`src/rtl/router_ctrl.sv`:
```
// router_ctrl: 1x3 router packet controller (steering, parity, FIFO timeouts).
// Define ROUTER_LEN_CHECK_EN to also flag payload-length mismatches in err.
module router_ctrl #(
  parameter int TIMEOUT = 30
) (
  input  logic       clk,
  input  logic       rstn,
  input  logic       pkt_valid,
  input  logic [7:0] data_in,
  input  logic [2:0] fifo_full,
  input  logic [2:0] fifo_empty,
  input  logic [2:0] read_en,
  output logic       busy,
  output logic [2:0] write_en,
  output logic       lfd_state,
  output logic [7:0] dout,
  output logic [2:0] vld_out,
  output logic [2:0] soft_rst,
  output logic       err
);
  localparam int CW = $clog2(TIMEOUT + 1);

  typedef enum logic [2:0] {
    DECODE_ADDRESS,
    WAIT_TILL_EMPTY,
    LOAD_FIRST_DATA,
    LOAD_DATA,
    FIFO_FULL_STATE,
    LOAD_AFTER_FULL,
    CHECK_PARITY_ERROR
  } state_t;

  state_t state, state_nx;

  logic [1:0] addr;
  logic [7:0] hold;
  logic       hold_par;
  logic [7:0] calc_par;
  logic [7:0] rx_par;
  logic       resync;

`ifdef ROUTER_LEN_CHECK_EN
  logic [5:0] hdr_len;
  logic [5:0] len_cnt;
`endif

  // Pad to 4 entries so a 2-bit address never indexes out of range.
  logic [3:0] full_x, empty_x, srst_x;
  logic       cur_full, cur_empty, abort, hdr_ok;
  logic [2:0] sel;

  assign full_x    = {1'b0, fifo_full};
  assign empty_x   = {1'b0, fifo_empty};
  assign srst_x    = {1'b0, soft_rst};
  assign cur_full  = full_x[addr];
  assign cur_empty = empty_x[addr];
  assign abort     = (state != DECODE_ADDRESS) && srst_x[addr];
  assign hdr_ok    = pkt_valid && !resync && (data_in[1:0] != 2'd3);
  assign sel       = 3'b001 << addr;
  assign vld_out   = ~fifo_empty;

  for (genvar i = 0; i < 3; i++) begin : g_to
    logic [CW-1:0] cnt;
    assign soft_rst[i] = vld_out[i] && !read_en[i]
                      && (cnt == CW'(TIMEOUT));
    always_ff @(posedge clk) begin
      if (!rstn || !vld_out[i] || read_en[i] || soft_rst[i])
        cnt <= '0;
      else
        cnt <= cnt + 1'b1;
    end
  end

  always_ff @(posedge clk) begin
    if (!rstn) state <= DECODE_ADDRESS;
    else       state <= state_nx;
  end

  always_comb begin
    state_nx  = state;
    busy      = 1'b0;
    write_en  = '0;
    lfd_state = 1'b0;
    dout      = '0;
    unique case (state)
      DECODE_ADDRESS: begin
        if (hdr_ok)
          state_nx = empty_x[data_in[1:0]] ? LOAD_FIRST_DATA
                                           : WAIT_TILL_EMPTY;
      end
      WAIT_TILL_EMPTY: begin
        busy = 1'b1;
        if (cur_empty) state_nx = LOAD_FIRST_DATA;
      end
      LOAD_FIRST_DATA: begin
        busy      = 1'b1;
        lfd_state = 1'b1;
        write_en  = sel;
        dout      = hold;
        state_nx  = LOAD_DATA;
      end
      LOAD_DATA: begin
        if (cur_full) begin
          state_nx = FIFO_FULL_STATE;
        end else begin
          write_en = sel;
          dout     = data_in;
          if (!pkt_valid) state_nx = CHECK_PARITY_ERROR;
        end
      end
      FIFO_FULL_STATE: begin
        busy = 1'b1;
        if (!cur_full) state_nx = LOAD_AFTER_FULL;
      end
      LOAD_AFTER_FULL: begin
        busy     = 1'b1;
        write_en = sel;
        dout     = hold;
        state_nx = hold_par ? CHECK_PARITY_ERROR : LOAD_DATA;
      end
      CHECK_PARITY_ERROR: begin
        busy     = 1'b1;
        state_nx = DECODE_ADDRESS;
      end
      default: state_nx = DECODE_ADDRESS;
    endcase
    if (abort) state_nx = DECODE_ADDRESS;
  end

  always_ff @(posedge clk) begin
    if (!rstn) begin
      addr     <= '0;
      hold     <= '0;
      hold_par <= 1'b0;
      calc_par <= '0;
      rx_par   <= '0;
      resync   <= 1'b0;
      err      <= 1'b0;
`ifdef ROUTER_LEN_CHECK_EN
      hdr_len  <= '0;
      len_cnt  <= '0;
`endif
    end else if (abort) begin
      resync <= 1'b1;
    end else begin
      unique case (state)
        DECODE_ADDRESS: begin
          if (!pkt_valid) begin
            resync <= 1'b0;
          end else if (hdr_ok) begin
            addr <= data_in[1:0];
            hold <= data_in;
            err  <= 1'b0;
`ifdef ROUTER_LEN_CHECK_EN
            hdr_len <= data_in[7:2];
`endif
          end
        end
        LOAD_FIRST_DATA: begin
          calc_par <= hold;
`ifdef ROUTER_LEN_CHECK_EN
          len_cnt  <= '0;
`endif
        end
        LOAD_DATA: begin
          if (cur_full) begin
            hold     <= data_in;
            hold_par <= !pkt_valid;
          end else if (pkt_valid) begin
            calc_par <= calc_par ^ data_in;
`ifdef ROUTER_LEN_CHECK_EN
            len_cnt  <= len_cnt + 6'd1;
`endif
          end else begin
            rx_par <= data_in;
          end
        end
        LOAD_AFTER_FULL: begin
          if (hold_par) begin
            rx_par <= hold;
          end else begin
            calc_par <= calc_par ^ hold;
`ifdef ROUTER_LEN_CHECK_EN
            len_cnt  <= len_cnt + 6'd1;
`endif
          end
        end
        CHECK_PARITY_ERROR: begin
`ifdef ROUTER_LEN_CHECK_EN
          err <= (calc_par != rx_par) || (len_cnt != hdr_len);
`else
          err <= (calc_par != rx_par);
`endif
        end
        default: ;
      endcase
    end
  end

endmodule

```
`config.mk`:
```
export PLATFORM = sky130hd
export DESIGN_NAME = router_ctrl
export DESIGN_NICKNAME = d
export VERILOG_FILES = /design/src/rtl/router_ctrl.sv
export SDC_FILE = /design/constraint.sdc
export NUM_CORES = 1
export LEC_CHECK = 0
export CAP_MARGIN = 0
export CORE_MARGIN = 3
export CORE_UTILIZATION = 55
export CTS_CLUSTER_DIAMETER = 30
export CTS_CLUSTER_SIZE = 16
export DETAILED_ROUTE_END_ITERATION = 7
export GPL_TIMING_DRIVEN = 0
export PLACE_DENSITY = 0.81
export SLEW_MARGIN = 10
export SYNTH_ARGS = -nofsm -noshare
export SYNTH_HDL_FRONTEND = slang
export SYNTH_SLANG_ARGS = --single-unit
```
`constraint.sdc`:
```
create_clock -name clk -period 3 [get_ports clk]
set_input_delay 0.6 -clock clk [delete_from_list [all_inputs] [get_ports clk]]
set_output_delay 0.6 -clock clk [all_outputs]
set_load 0.05 [all_outputs]
```
==> impl_metrics.csv, run 1 <==
group,metric,value,unit
logic_synthesis,async_flop_share,0,%
global_routing,grt_pass1_wl,12600,um
place,postPlaceCellArea,0.00324,mm^2
route,first_pass_iters,5,
floorplanning,start_util,57.7,%
clock_tree,numCtsBuffers,5,
route,routed_wirelength,7310,um
cells_and_area,fin_nets,418,
power_and_ir_drop,vdd_drop_max,260,uV
job,cap_violations,0,
clock_tree,clockRootBuffer,"clkbuf_8",
clock_tree,clk_latency,0.31,ns
route,final_antenna_net_count,0,
logic_synthesis,syn_inst,346,
worst_hold_path,hp-class,"reg -> reg",
route,viasPerCell,6.01,
place,place.gp.congestion,0.938,
clock_tree,clk_pin_slew,0.08,ns
cells_and_area,instances_no_fill,459,
global_routing,grt_max_degree,20,
clock_tree,cts_max_level,2,
cells_and_area,num_antenna_cells,0,
logic_synthesis,syn_area_per_cell,8.04,um^2
timing,setup_viol,0,
cells_and_area,fin_area,0.00334,mm^2
logic_synthesis,synth_edf_count,0,
logic_synthesis,ys.flop_type,"dfxtp_1",
critical_path,end_kind,"output port",
critical_path,ff2ff_setup_slack,0.46,ns
timing,post-route-period-util,97.4,%
timing,rsz0062_at_grt,"no",
critical_path,cp-startpoint,"fifo_full[0]",
timing,drv_slew,0,
power_and_ir_drop,power_density,497,mW/mm^2
place,port_buffers,37,
route,wire_per_inst,15.9,um
timing,fin_setup_tns,0,ns
timing,tightest_slew,0.757,ns
logic_synthesis,yosys.area.top_type_share,33.8,%
logic_synthesis,ys_top_cells_by_area,"dfxtp_1, nor2_1, nand2_1",
global_routing,gr-total-overflow,0,
route,vias,2760,
clock_tree,clock-sinks,47,
timing,relSlewSlack,48.2,%
timing,setup_ws,0.0791,ns
power_and_ir_drop,leakagePower,0.00127,uW
critical_path,timing.rr.start,"addr[0]$_SDFFE_PN0P_",
route,drtIter0Drc,289,
global_routing,grt_usage,25.8,%
timing,min_period,2.92,ns
floorplanning,core_region_area,0.00482,mm^2
critical_path,endpoint,"dout[1]",
outcome,status,"finished clean",
cells_and_area,area_growth,20.3,%
logic_synthesis,ys_warn_count,0,
critical_path,reg2reg_to,"rx_par[7]$_SDFFE_PN0P_",
cells_and_area,layout_common_cells,"dfxtp_1, nor2_1, nand2_1",
cells_and_area,drive_above_1_share,11.7,%
global_routing,first_global_vias,2643,
place,dp_hpwl,5340,um
logic_synthesis,syn-cell-area,0.00278,mm^2
critical_path,cp_max_fo,9,
place,dp_cells,450,
cells_and_area,final_common_cell,"dfxtp_1",
timing,max_freq,342,MHz
critical_path,r2r_cells,10,
place,post-place-ws,-0.727,ns
worst_hold_path,hp-start,"g_to[0].cnt[0]$_SDFF_PP0_",
floorplanning,die_y,77.1,um
floorplanning,pin_count,40,
critical_path,cp-start-kind,"input pin",
logic_synthesis,synth.largest_area_cell,"dfxtp_1",
clock_tree,cts_tree,"yes",
floorplanning,fp.dieW,77.1,um
logic_synthesis,syn_nets,372,
global_routing,antenna_found_initial,0,
timing,hold_violations,0,
logic_synthesis,ys_types,54,
floorplanning,rows,25,
route,drc,0,
logic_synthesis,synth-seq-cells,47,
clock_tree,clk_path_buf_depth,2,
critical_path,critPathRequiredTime,2.40,ns
critical_path,cp.arrival,2.32,ns
timing,fin_worst_skew,0.0127,ns
logic_synthesis,synth_seq_area_share,33.8,%
floorplanning,die-area,0.00594,mm^2
critical_path,crit_type,"in -> out",
cells_and_area,nFillCells,412,
==> per-layer routing <==
layer | part of all wire [%] | vias up | track usage (%)
li1 | - | 1339 | -
met1 | 45 | 1282 | 35.9
met2 | 46 | 125 | 40.2
met3 | 7.8 | 14 | 5.16
met4 | 1.5 | 0 | 8.19
met5 | 0 | - | 0
==> stage by stage <==
step	total power [uW]	hold slack (ns)	utilization, %
floorplan	1060	0.430	-
finish	1660	0.467	69.4
global route	1740	0.501	69.4
CTS	1660	0.472	70.2
detailed placement	1210	0.452	67.4
global placement	1200	0.445	67.4
==> sequential cells by signal, summed over array words and instances, names as in the netlist <==
name	flops
hold	8
g_to.cnt	15
err	1
hold_par	1
calc_par	8
addr	2
resync	1
rx_par	8
state	3
==> synthesized netlist by cell type (all sizes together), types with 2 or more instances <==
cell      n
dfxtp    47
nor2     42
nand2    38
a21oi    20
nand3    18
o21ai    14
xor2     14
clkbuf   13
inv      11
mux2i    10
nor2b     9
nor4      9
o22ai     9
a22o      8
a311oi    8
and2      7
buf       7
o31ai     7
ha        6
nand2b    6
a211oi    4
nor3      4
a2111oi   3
nand4     3
or4       3
xnor2     3
a31oi     2
a32oi     2
nor3b     2
==> worst min-delay path by stage <==
stage / cells past startpoint / slack (ns) / to
floorplan: 1 / 0.43 / g_to[0].cnt[0]$_SDFF_PP0_
global placement: 1 / 0.45 / g_to[0].cnt[0]$_SDFF_PP0_
detailed placement: 1 / 0.45 / g_to[0].cnt[0]$_SDFF_PP0_
CTS: 1 / 0.47 / g_to[0].cnt[0]$_SDFF_PP0_
global route: 1 / 0.50 / g_to[0].cnt[0]$_SDFF_PP0_
finish: 1 / 0.47 / g_to[0].cnt[0]$_SDFF_PP0_
==> kinds of logic (layout without fill, tap and decap cells) <==
family                   after synthesis  count (layout)  synth area share, %
AND/OR/NAND/NOR                      148             148                 25.8
buffers and inverters                 31              77                 4.73
multiplexers                          11              11                 4.14
XOR/XNOR                              17              17                 5.36
flip-flops                            47              47                 33.8
adder cells (fa/ha/maj)                6               6                 2.70
AO/OA/AOI/OAI                         86              86                 23.4
==> final cells by class <==
| class | instances | area, um^2 | area share, % |
|---|---|---|---|
| multi-input cells | 268 | 1730 | 51.9 |
| flip-flops and latches | 47 | 941 | 28.1 |
| repair buffers | 40 | 343 | 10.3 |
| plain buffers | 19 | 93.8 | 2.81 |
| well taps | 67 | 83.8 | 2.51 |
| clock buffers | 5 | 68.8 | 2.06 |
| inverters | 11 | 41.3 | 1.24 |
| clock inverters | 2 | 37.5 | 1.12 |
==> power by group <==
part           internal, uW  switching (uW)  total [uW]  leakage [uW]
Combinational           180             323         503      0.000836
Sequential              658            42.8         701      0.000381
Clock                   244             213         457     0.0000502
==> timing repair <==
action,CTS,global route
pin swaps,1,0
setup endpoints to repair,13,10
resized for setup,51,19
endpoints found under the hold margin,0,0
buffers inserted,3,0
hold buffers,0,0
==> worst max-delay path, cell delays in order <==
cell and delay, ns:
clkdlybuf4s50_1 0.42, mux2_4 0.31, a2111oi_4 0.34, buf_4 0.24
a22o_1 0.15, buf_2 0.26
(Power assumes the default switching activity.)
==> inputs of run 2 (changes only) <==
--- a/config.mk
+++ b/config.mk
@@ -13,7 +13,7 @@
 export DETAILED_ROUTE_END_ITERATION = 7
 export GPL_TIMING_DRIVEN = 0
 export PLACE_DENSITY = 0.81
-export SLEW_MARGIN = 10
+export SLEW_MARGIN = 30
 export SYNTH_ARGS = -nofsm -noshare
 export SYNTH_HDL_FRONTEND = slang
 export SYNTH_SLANG_ARGS = --single-unit
==> results of run 2 <==
No change in the layout: final DEF, timing and power equal those of run 1.
==> inputs of run 3 (changes only) <==
--- a/config.mk
+++ b/config.mk
@@ -13,7 +13,7 @@
 export DETAILED_ROUTE_END_ITERATION = 7
 export GPL_TIMING_DRIVEN = 0
 export PLACE_DENSITY = 0.81
-export SLEW_MARGIN = 30
+export SLEW_MARGIN = 25
 export SYNTH_ARGS = -nofsm -noshare
 export SYNTH_HDL_FRONTEND = slang
 export SYNTH_SLANG_ARGS = --single-unit
==> results of run 3 <==
No change in the layout: final DEF, timing and power equal those of run 1.
